File: config.mk
export PLATFORM = sky130hd
export DESIGN_NAME = scan_chain_ctrl_flat
export DESIGN_NICKNAME = d
export VERILOG_FILES = /design/src/rtl/scan_chain_ctrl_if.sv /design/src/rtl/scan_chain_ctrl.sv /design/src/flat_wrapper.sv
export SDC_FILE = /design/constraint.sdc
export NUM_CORES = 1
export LEC_CHECK = 0
export ABC_AREA = 1
export CAP_MARGIN = 15
export CORE_ASPECT_RATIO = 2
export CORE_UTILIZATION = 45
export CTS_CLUSTER_DIAMETER = 200
export CTS_CLUSTER_SIZE = 12
export DETAILED_ROUTE_END_ITERATION = 16
export GPL_TIMING_DRIVEN = 0
export PLACE_DENSITY = 0.73
export SYNTH_ARGS = -nofsm -noshare
export SYNTH_HDL_FRONTEND = slang
export SYNTH_SLANG_ARGS = --single-unit
File: constraint.sdc
create_clock -name CP -period 1.5 [get_ports CP]
set_input_delay 0.15 -clock CP [delete_from_list [all_inputs] [get_ports CP]]
set_output_delay 0.15 -clock CP [all_outputs]
set_load 0.005 [all_outputs]
File: src/rtl/scan_chain_ctrl_if.sv
// Bundle of the test-access and scan-chain signals of one scan_chain_ctrl.
// The master side is the test-access logic plus the chain's scan-out; the
// slave side is the controller itself.
interface scan_chain_ctrl_if #(
    parameter int CHAIN_LEN = 8
);
    logic                 START;
    logic [CHAIN_LEN-1:0] PAT;
    logic [CHAIN_LEN-1:0] EXP;
    logic [CHAIN_LEN-1:0] MSK;
    logic                 SO;
    logic                 TE;
    logic                 TI;
    logic                 BUSY;
    logic                 DONE;
    logic [CHAIN_LEN-1:0] UNLOAD;
    logic                 MISMATCH;

    modport master (
        output START, PAT, EXP, MSK, SO,
        input  TE, TI, BUSY, DONE, UNLOAD, MISMATCH
    );

    modport slave (
        input  START, PAT, EXP, MSK, SO,
        output TE, TI, BUSY, DONE, UNLOAD, MISMATCH
    );
endinterface

File: src/rtl/scan_chain_ctrl.sv
// Scan-chain load/capture/unload controller for a single mux-scan chain.
// One START shifts PAT in MSB-first, pulses one functional capture, then
// shifts the response out into UNLOAD and compares it against EXP under MSK.
// TE and TI are driven straight from flops; BUSY decodes the state register.
module scan_chain_ctrl #(
    parameter int CHAIN_LEN = 8,
    parameter int CNT_W     = $clog2(CHAIN_LEN) + 1
) (
    input  logic               CP,
    input  logic               RST,
    scan_chain_ctrl_if.slave   bus
);

    typedef enum logic [1:0] {
        IDLE,
        SHIFT_IN,
        CAPTURE,
        SHIFT_OUT
    } state_t;

    localparam logic [CNT_W-1:0] LAST_CNT = CNT_W'(CHAIN_LEN - 1);
    localparam logic [CNT_W-1:0] ONE_CNT  = CNT_W'(1);

    state_t               stateQ,    stateD;
    logic [CNT_W-1:0]     cntQ,      cntD;
    logic [CHAIN_LEN-1:0] loadQ,     loadD;
    logic [CHAIN_LEN-1:0] expQ,      expD;
    logic [CHAIN_LEN-1:0] mskQ,      mskD;
    logic [CHAIN_LEN-1:0] unloadQ,   unloadD;
    logic                 teQ,       teD;
    logic                 tiQ,       tiD;
    logic                 doneQ,     doneD;
    logic                 mismatchQ, mismatchD;

    // Next-state and next-output logic; TE/TI are computed one cycle ahead so they leave flops.
    always_comb begin
        stateD    = stateQ;
        cntD      = cntQ;
        loadD     = loadQ;
        expD      = expQ;
        mskD      = mskQ;
        unloadD   = unloadQ;
        teD       = teQ;
        tiD       = tiQ;
        doneD     = 1'b0;
        mismatchD = mismatchQ;

        case (stateQ)
            IDLE: begin
                teD = 1'b0;
                tiD = 1'b0;
                if (bus.START) begin
                    tiD    = bus.PAT[CHAIN_LEN-1];
                    teD    = 1'b1;
                    loadD  = {bus.PAT[CHAIN_LEN-2:0], 1'b0};
                    expD   = bus.EXP;
                    mskD   = bus.MSK;
                    cntD   = '0;
                    stateD = SHIFT_IN;
                end
            end
            SHIFT_IN: begin
                if (cntQ == LAST_CNT) begin
                    teD    = 1'b0;
                    tiD    = 1'b0;
                    cntD   = '0;
                    stateD = CAPTURE;
                end else begin
                    tiD   = loadQ[CHAIN_LEN-1];
                    loadD = {loadQ[CHAIN_LEN-2:0], 1'b0};
                    cntD  = cntQ + ONE_CNT;
                end
            end
            CAPTURE: begin
                teD    = 1'b1;
                tiD    = 1'b0;
                cntD   = '0;
                stateD = SHIFT_OUT;
            end
            SHIFT_OUT: begin
                tiD     = 1'b0;
                unloadD = {unloadQ[CHAIN_LEN-2:0], bus.SO};
                if (cntQ == LAST_CNT) begin
                    teD       = 1'b0;
                    doneD     = 1'b1;
                    mismatchD = |((unloadD ^ expQ) & mskQ);
                    cntD      = '0;
                    stateD    = IDLE;
                end else begin
                    cntD = cntQ + ONE_CNT;
                end
            end
            default: begin
                teD    = 1'b0;
                tiD    = 1'b0;
                cntD   = '0;
                stateD = IDLE;
            end
        endcase
    end

    // State and output registers with synchronous reset that also wipes the latched operands.
    always_ff @(posedge CP) begin
        if (RST) begin
            stateQ    <= IDLE;
            cntQ      <= '0;
            loadQ     <= '0;
            expQ      <= '0;
            mskQ      <= '0;
            unloadQ   <= '0;
            teQ       <= 1'b0;
            tiQ       <= 1'b0;
            doneQ     <= 1'b0;
            mismatchQ <= 1'b0;
        end else begin
            stateQ    <= stateD;
            cntQ      <= cntD;
            loadQ     <= loadD;
            expQ      <= expD;
            mskQ      <= mskD;
            unloadQ   <= unloadD;
            teQ       <= teD;
            tiQ       <= tiD;
            doneQ     <= doneD;
            mismatchQ <= mismatchD;
        end
    end

    assign bus.TE       = teQ;
    assign bus.TI       = tiQ;
    assign bus.BUSY     = (stateQ != IDLE);
    assign bus.DONE     = doneQ;
    assign bus.UNLOAD   = unloadQ;
    assign bus.MISMATCH = mismatchQ;

endmodule

File: src/flat_wrapper.sv
// flat-port wrapper written by rule: the top's interface ports become plain ports
module scan_chain_ctrl_flat 
#(
    parameter int CHAIN_LEN = 8,
    parameter int CNT_W     = $clog2(CHAIN_LEN) + 1
)
  (CP, RST, bus_START, bus_PAT, bus_EXP, bus_MSK, bus_SO, bus_TE, bus_TI, bus_BUSY, bus_DONE, bus_UNLOAD, bus_MISMATCH);
  scan_chain_ctrl_if #(.CHAIN_LEN(CHAIN_LEN)) bus_i ();
  input  logic CP;
  input  logic RST;
  input wire logic [$bits(bus_i.START)-1:0] bus_START;
  input wire logic [$bits(bus_i.PAT)-1:0] bus_PAT;
  input wire logic [$bits(bus_i.EXP)-1:0] bus_EXP;
  input wire logic [$bits(bus_i.MSK)-1:0] bus_MSK;
  input wire logic [$bits(bus_i.SO)-1:0] bus_SO;
  output wire logic [$bits(bus_i.TE)-1:0] bus_TE;
  output wire logic [$bits(bus_i.TI)-1:0] bus_TI;
  output wire logic [$bits(bus_i.BUSY)-1:0] bus_BUSY;
  output wire logic [$bits(bus_i.DONE)-1:0] bus_DONE;
  output wire logic [$bits(bus_i.UNLOAD)-1:0] bus_UNLOAD;
  output wire logic [$bits(bus_i.MISMATCH)-1:0] bus_MISMATCH;
  assign bus_i.START = bus_START;
  assign bus_i.PAT = bus_PAT;
  assign bus_i.EXP = bus_EXP;
  assign bus_i.MSK = bus_MSK;
  assign bus_i.SO = bus_SO;
  assign bus_TE = bus_i.TE;
  assign bus_TI = bus_i.TI;
  assign bus_BUSY = bus_i.BUSY;
  assign bus_DONE = bus_i.DONE;
  assign bus_UNLOAD = bus_i.UNLOAD;
  assign bus_MISMATCH = bus_i.MISMATCH;
  scan_chain_ctrl #(.CHAIN_LEN(CHAIN_LEN), .CNT_W(CNT_W)) u_core (.CP(CP), .RST(RST), .bus(bus_i));
endmodule
* After elaboration in Yosys (flattened, before gate mapping)
Cells that the tools add are included.
Operators by class: $add $sub $neg 1, divide/modulo/power cells 0, multiplexer cells 17, bitwise logic cells 3, multiply operators 0, shift-type cells 0, equality and inequality tests 9, reductions and logical operators 11, $lt $le $gt $ge 0
Operator list (number):
- 8-bit two-way mux | 2
- 8-bit one-hot mux with 2 select lines | 1
- 4-bit one-hot mux with 3 select lines | 1
- 8-bit bitwise AND | 1
- 4-bit two-way mux | 2
- 2-bit one-hot mux with 4 select lines | 1
- 8-bit OR reduction | 1
- 8-bit bitwise XOR | 1
- 2-bit two-way mux | 3
- 2-bit by 1-bit inequality test with 1-bit output, second input constant | 3
- 1-bit one-hot mux with 3 select lines | 2
- 3-bit AND reduction | 2
- 2-bit OR reduction | 3
- 1-bit two-way mux | 5
- 4-bit by 1-bit adder with 4-bit output, second input constant | 1
- 2-bit == test, second input constant | 2
- 4-bit by 3-bit == test with 1-bit output, second input constant | 1
- 2-bit inequality test, second input constant | 2
- 2-bit AND reduction | 2
- 2-bit nonzero test | 2
- 2-bit by 1-bit == test with 1-bit output, second input constant | 1
- 2-bit logical NOT | 1
- 1-bit NOT | 1
Storage, ports and cells: ROM bits 0, output and inout bits 13, memory bits (writable) 0, latch bits 0, word-level logic and storage cells 51, bits of input ports 28, bits in registers 42, memories kept 0

* Depth between registers and ports, before layout
Gate-level depths: netlist of run 1.
word-level depth 3, mapped depth 9

* Worst setup path after synthesis of run 1
Ideal clock, no wire load.
path kind register to register, start point register u_core.stateQ[1], end point register u_core.stateQ[0], period minus slack after synthesis 1.330 ns, stages on the path, launching flop included 10, data required time 1.380 ns, arrival 1.210 ns, path buffers 1, slack 0.170 ns, path through dfxtp_1 inv_1 ha_1 buf_6 inv_4 nand2_2 nand2_2 nand2_4 o21ai_0 a21oi_1
On the way: longest elaborated chain between the ends 3, elaborated cells between the ends (all ways) 9, classes of those cells eq/ne: 6; mux: 1; reduce/logical: 2
Ends and longest elaborated chain:
- start, declared | line scan_chain_ctrl.sv:24 | state_t stateQ, stateD;
- start signal, assigned | line scan_chain_ctrl.sv:116 | stateQ <= stateD;
- 2-bit == test (tied with other cells) | line scan_chain_ctrl.sv:48 | case (stateQ)
- 2-bit by 1-bit inequality test with 1-bit output (no source line) / 2-bit inequality test (equally long branches)
- 3-bit AND reduction (no source line)
Parallel ways exist; a longest one is shown, timed or not. A chain may end at the register's enable or synchronous reset.

* Final worst setup path of run 1
start point register u_core.stateQ[1], end point register u_core.cntQ[0]
On the way: longest elaborated chain between the ends 3, elaborated cells between the ends (all ways) 7, classes of those cells eq/ne: 4; mux: 1; reduce/logical: 2
Ends and longest elaborated chain:
- 2-bit by 1-bit == test with 1-bit output / 2-bit == test (equally long branches) | line scan_chain_ctrl.sv:48
- 2-bit OR reduction (no source line)
- 4-bit one-hot mux with 3 select lines | line scan_chain_ctrl.sv:48
- end signal, assigned | line scan_chain_ctrl.sv:117 | cntQ <= cntD;
- end, declared | line scan_chain_ctrl.sv:25 | logic [CNT_W-1:0] cntQ, cntD;
Parallel ways exist; a longest one is shown, timed or not.

==> results of run 1 <==
## kinds of logic after synthesis
| family | after synthesis | share of synthesized area |
|---|---|---|
| xor gates and xnor gates | 2 | 0.00956 |
| AOI/OAI and AO/OA | 59 | 0.171 |
| buffers and inverters | 36 | 0.0826 |
| adders and majority gates | 6 | 0.0410 |
| DFF | 41 | 0.448 |
| and+or+nand+nor | 107 | 0.248 |
## tightest hold or removal path, stage by stage
cell and delay, ns:
clkdlybuf4s50_1 0.40, o21ai_1 0.12, a21oi_1 0.04
## power by group
| part | leakage [nW] | total (mW) | switching [mW] | internal (mW) |
|---|---|---|---|---|
| Clock | 0.0450 | 0.690 | 0.368 | 0.322 |
| Sequential | 0.338 | 1.58 | 0.183 | 1.40 |
| Combinational | 0.673 | 1.99 | 1.13 | 0.855 |
| Total | 1.06 | 4.26 | 1.68 | 2.58 |
## repair_timing
action | CTS | global route
buffers inserted | 3 | 2
resized for setup | 7 | 18
gates cloned | 0 | 0
endpoints found under the setup margin | 10 | 12
pin swaps | 0 | 3
## cell usage after synthesis (all sizes together)
cell type | count | area, µm²
nor2 | 47 | 184
nand2 | 45 | 189
dfxtp | 41 | 821
o21ai | 35 | 175
inv | 28 | 108
a21oi | 22 | 121
nand3 | 10 | 55.1
ha | 6 | 75.1
buf | 5 | 31.3
nor3 | 4 | 20.0
clkbuf | 2 | 8.75
xor2 | 2 | 17.5
a21boi | 1 | 7.51
a32oi | 1 | 8.76
clkinv | 1 | 3.75
or2 | 1 | 6.26
## path summary, 6_finish.rpt
check	from	end	slack (ns)	cells after the start
min reg2reg	u_core.loadQ[7]	u_core.loadQ[7]	0.46	2
min	bus_EXP[6]	u_core.expQ[6]	0.46	3
max reg2reg	u_core.stateQ[1]	u_core.cntQ[0]	0.05	8
max	u_core.stateQ[1]	u_core.cntQ[0]	0.05	8
## layer usage
layer / wire [µm] / vias up / track usage / share of wire
li1: - / 904 / - / -
met1: 1620 / 808 / 0.239 / 0.38
met2: 2330 / 48 / 0.395 / 0.55
met3: 177 / 11 / 0.0512 / 0.042
met4: 127 / 0 / 0.107 / 0.030
met5: 0 / - / 0 / 0
## cell usage in the layout (no fill, tap or decap), types with 6 or more instances in the layout
cell type,Yosys,layout
nor2_1,46,43
nand2_1,41,41
clkdlybuf4s50_1,0,39
dfxtp_1,41,39
o21ai_0,34,30
inv_1,22,20
a21oi_1,21,20
nand3_1,9,9
inv_2,5,6
## state kept, by name (all words and copies together) (netlist names)
register,count
u_core.bus.TE,1
u_core.bus.DONE,1
u_core.loadQ,7
u_core.mskQ,8
u_core.bus.UNLOAD,8
u_core.cntQ,4
u_core.bus.TI,1
u_core.stateQ,2
u_core.bus.MISMATCH,1
u_core.expQ,8
## layout make-up
cell class | count | share of cell area
Timing Repair Buffer | 45 | 0.176
Buffer | 7 | 0.0161
Inverter | 29 | 0.0494
Sequential cell | 41 | 0.332
Tap cell | 51 | 0.0257
Multi-Input combinational cell | 174 | 0.367
Clock buffer | 6 | 0.0293
Clock inverter | 2 | 0.00404
## metrics by stage
| stage | instance area [µm²] | power, mW | TNS [ns] |
|---|---|---|---|
| finish | 2480 | 4.26 | 0 |
| global route | 2480 | 4.60 | -0.116 |
| CTS | 2410 | 4.02 | 0 |
| detailed placement | 2300 | 3.27 | -1.36 |
| global placement | 2300 | 3.23 | -1.03 |
| floorplan | 1830 | 2.73 | 0 |
==> flow_metrics.py, run 1 <==
metrics = {
    "clock_tree": {
        "path_clk_slew_ns": 0.08,
        "clkSinkCount": 41,
        "clk_latency_ns": 0.30,
        "h-tree-depth": 2,
        "cts_made_buffers": 5,
        "cts_tree": "yes",
        "clk_path_buf_depth": 2,
        "root_buffer": "clkbuf_8",
        "postCtsHoldBufs": 0,
    },
    "worst_setup_path": {
        "crit_path_end_kind": "register",
        "cp.required_ns": 1.68,
        "critical_path_arrival_ns": 1.63,
        "crit_type": "register to register",
        "start_kind": "register",
        "max_stage_delay_ns": 0.33,
        "crit_family": "buffers and inverters",
        "worstPathCellList": "inv_2 > ha_4 > inv_2 > buf_4 > nor2_4 > buf_4 > xor2_1 > nor3_2",
        "cp_slowest_cell": "dfxtp_2",
        "cp_max_fo": 5,
        "worst-path-buf-inv": 4,
    },
    "timing": {
        "drv_slew": 0,
        "fmaxAchievable_ghz": 0.690,
        "hold_violations": 0,
        "finalSetupViolCount": 0,
        "slew_headroom": 0.727,
        "holdWs_ns": 0.458,
        "setup_ws_ns": 0.0499,
        "fin_crit_sh": 0.967,
        "fin_skew_ns": 0.00856,
        "worst_pin_slew_ns": 0.409,
        "rsz0062_at_grt": "yes",
        "period_needed_ns": 1.45,
    },
    "synthesis": {
        "ys_warn_count": 0,
        "syn_area_mm2": 0.00183,
        "syn_inst": 251,
        "synth_cell_types": 26,
        "ys_seq_area_frac": 0.448,
        "avgSynthCellArea_um2": 7.30,
        "yosys_register_bits": 41,
        "syn-num-nets": 285,
    },
    "detailed_routing": {
        "drt-total-wl_um": 4260,
        "vias_per_cell": 4.99,
        "drt-initial-drc-count": 53,
        "dr_total_vias": 1771,
        "drcViolationCount": 0,
        "wl_per_cell_um": 12.0,
        "postRouteAntennaNets": 0,
        "firstDrtPassIters": 4,
    },
    "placed_design": {
        "post-place-ws_ns": -0.153,
        "gp_congestion": 0.780,
        "hpwl_um": 3140,
        "dp.cells": 342,
        "port_buffers": 40,
    },
    "global_routing": {
        "grt_max_degree": 13,
        "grt_first_pass_wirelength_um": 7200,
        "grt_overflow": 0,
        "grt_pass1_vias": 1716,
        "grt_usage": 0.227,
        "antenna_found_initial": 0,
    },
    "power_and_ir_drop": {
        "power_leakage_nw": 1.06,
        "power.density_cell_area_mw_per_mm2": 1720,
        "ir_worst_vdd_mv": 1.11,
    },
    "finish": {
        "register_area_um2": 823,
        "final_util": 0.639,
        "drive_gt1_frac": 0.151,
        "insertedDiodeCount": 0,
        "nets": 337,
        "multi_input_area_um2": 911,
        "syn_to_final_growth_pct": 35.4,
        "final_cells": 355,
        "fill_cells": 370,
    },
    "worst_hold_path": {
        "min_path_type": "primary input to register",
    },
    "floorplan": {
        "die_area_mm2": 0.00435,
        "pin_count": 41,
        "start_util": 0.472,
        "core_mm2": 0.00388,
        "die_w_um": 47.1,
        "die_h_um": 92.2,
        "row_count": 32,
    },
    "job": {
        "maxCapViolations": 0,
    },
    "run_status": {
        "status": "complete, no violations",
    },
}
Note: power is estimated with default switching activity, not from simulation.
==> run 2: changes to the inputs <==
--- a/constraint.sdc
+++ b/constraint.sdc
@@ -3,2 +3,2 @@
 set_output_delay 0.15 -clock CP [all_outputs]
-set_load 0.005 [all_outputs]
+set_load 0.05 [all_outputs]
==> run 2 against run 1 <==
  * Sequential share of layout area is 1.4 points higher
  * Core utilization decreased by 2.5 points
  * Register-to-register slack better by 0.05 ns
  * Global-route usage decreased by 0.19 points
  * Critical path type unchanged
  * Critical endpoint is now u_core.stateQ[1]
  * Via count shrank 1.5%
  * Combinational power is essentially flat
  * First-iteration DRC count up 38%
  * Design area fell by 3.9%
  * Worst hold slack got worse by 0.0018 ns
  * Maximum frequency rose by 3.7%
  * Critical path depth rose by 1
  * Largest power group unchanged
  * Routed wire length fell by 4.1%
==> flow_metrics.py, run 2 (same netlist as run 1, synthesis figures left out) <==
metrics = {
    "run_status": {
        "status": "complete, no violations",
    },
    "worst_setup_path": {
        "cp_max_fo": 9,
        "start_kind": "register",
        "crit_family": "flip-flops",
        "worstPathCellList": "inv_2 > ha_1 > buf_6 > inv_8 > nand2_2 > nand2_2 > nand2_4 > o21ai_1 > a21oi_1",
        "r2r-start": "u_core.stateQ[1]",
        "worst-path-buf-inv": 3,
        "crit_path_end": "u_core.stateQ[1]",
        "max_stage_delay_ns": 0.35,
        "worstReg2RegEnd": "u_core.stateQ[1]",
        "cp.required_ns": 1.68,
        "path_common_cell": "nand2_2",
        "reg2reg_depth": 9,
        "reg2reg_slack_ns": 0.10,
        "crit_start": "u_core.stateQ[1]",
        "path_depth": 9,
        "crit_type": "register to register",
        "cp_slowest_cell": "dfxtp_2",
        "crit_path_end_kind": "register",
        "critical_path_arrival_ns": 1.58,
    },
    "finish": {
        "final_cell_mix": "46 x nor2_1, 41 x nand2_1, 39 x dfxtp_1",
        "final_cells": 351,
        "insertedDiodeCount": 0,
        "drive_gt1_frac": 0.117,
        "final_area_mm2": 0.00238,
        "syn_to_final_growth_pct": 30.1,
        "layout_commonest_cell": "nor2_1",
        "nets": 333,
    },
    "floorplan": {
        "die_h_um": 92.2,
        "pin_count": 41,
        "die_area_mm2": 0.00435,
        "core_mm2": 0.00388,
        "start_util": 0.472,
        "die_w_um": 47.1,
        "row_count": 32,
    },
    "timing": {
        "worst_pin_slew_ns": 0.492,
        "hold_violations": 0,
        "rsz0062_at_grt": "no",
        "drv_slew": 0,
        "slew_headroom": 0.673,
        "setup_ws_ns": 0.101,
        "fmaxAchievable_ghz": 0.715,
        "period_needed_ns": 1.40,
        "fin_crit_sh": 0.933,
        "fin_skew_ns": 0.00756,
        "finalSetupViolCount": 0,
    },
    "clock_tree": {
        "clkSinkCount": 41,
        "cts_tree": "yes",
        "cts_made_buffers": 5,
        "clk_path_buf_depth": 2,
        "clk_latency_ns": 0.30,
        "h-tree-depth": 2,
        "root_buffer": "clkbuf_8",
        "path_clk_slew_ns": 0.07,
    },
    "placed_design": {
        "dpl_cell_area_mm2": 0.00230,
        "dp.cells": 342,
        "post-place-ws_ns": -0.263,
        "port_buffers": 40,
        "hpwl_um": 3140,
        "gp_congestion": 0.780,
    },
    "global_routing": {
        "grt_usage": 0.225,
        "grt_pass1_vias": 1696,
        "grt_first_pass_wirelength_um": 7130,
        "grt_max_degree": 13,
        "antenna_found_initial": 0,
        "grt_overflow": 0,
    },
    "detailed_routing": {
        "wl_per_cell_um": 11.6,
        "drt-total-wl_um": 4080,
        "vias_per_cell": 4.97,
        "drcViolationCount": 0,
        "firstDrtPassIters": 4,
        "dr_total_vias": 1745,
        "drt-initial-drc-count": 73,
        "postRouteAntennaNets": 0,
    },
    "worst_hold_path": {
        "min_path_type": "register to register",
    },
    "power_and_ir_drop": {
        "power_leakage_nw": 1.08,
        "total_power_mw": 4.23,
        "ir_worst_vdd_mv": 1.28,
        "power.density_cell_area_mw_per_mm2": 1780,
    },
    "job": {
        "maxCapViolations": 0,
    },
}
-- run 2: cell count changes in the layout (fill, tap and decap cells not counted), moves of 2 or more --
cell	previous run	this run
nand2_4	4	2
o21ai_2	2	0
clkdlybuf4s50_1	39	27
nor2_1	43	46
dlygate4sd2_1	1	12
nor3_2	2	0
o21ai_1	3	6
nand2_2	0	2
nor2_2	3	0
nor3_1	2	4
buf_4	5	2
-- run 2: how the worst min path moves through the flow --
stage                          startpoint         endpoint  depth (start not counted)
after global routing           bus_EXP[6]   u_core.expQ[6]                          3
after global placement    u_core.loadQ[7]  u_core.loadQ[7]                          2
after floorplan                       RST  u_core.bus.DONE                          1
after detailed placement  u_core.loadQ[7]  u_core.loadQ[7]                          2
final                     u_core.loadQ[7]  u_core.loadQ[7]                          2
after CTS                      bus_EXP[6]   u_core.expQ[6]                          3
-- run 2: where the power goes --
group          leakage [nW]  switching (mW)  internal [mW]
Clock                0.0450           0.368          0.322
Sequential            0.338           0.181           1.40
Combinational         0.702            1.28          0.679
Total                  1.08            1.83           2.40
-- run 2: repair_timing --
action                                  4_1_cts  5_1_grt
pin swaps                                     0        1
resized for setup                            21       12
endpoints found under the setup margin       22       24
hold buffers                                  0        0
buffers inserted                              0        1
-- run 2: layer usage --
layer	vias up	wire (µm)	track usage
met4	0	105	0.107
met2	36	2250	0.390
li1	896	-	-
met3	9	143	0.0512
met5	-	0	0
met1	804	1580	0.237
-- run 2: worst register-to-register path: cells and delay by family, from the launching register on --
family	cells	cell delay, ns
compound gates	2	0.18
fa+ha+maj	1	0.19
buf+inv	3	0.29
flops	1	0.35
simple gates	3	0.27
-- run 2: cell type report --
class | count | area, µm²
buffer | 7 | 40.0
clock buffer | 6 | 72.6
clock inverter | 2 | 10.0
fill | 391 | 1500
inverter | 29 | 120
multi-input combinational | 174 | 862
sequential | 41 | 823
tap | 51 | 63.8
timing repair buffer | 41 | 390
-- run 2: metrics by stage --
step            util  TNS [ns]  hold slack, ns
4_1_cts        0.609         0           0.460
5_1_grt        0.613         0           0.469
3_3_place_gp   0.591     -1.28           0.441
3_5_place_dp   0.591     -1.62           0.451
2_1_floorplan      -         0           0.222
6_report       0.613         0           0.456
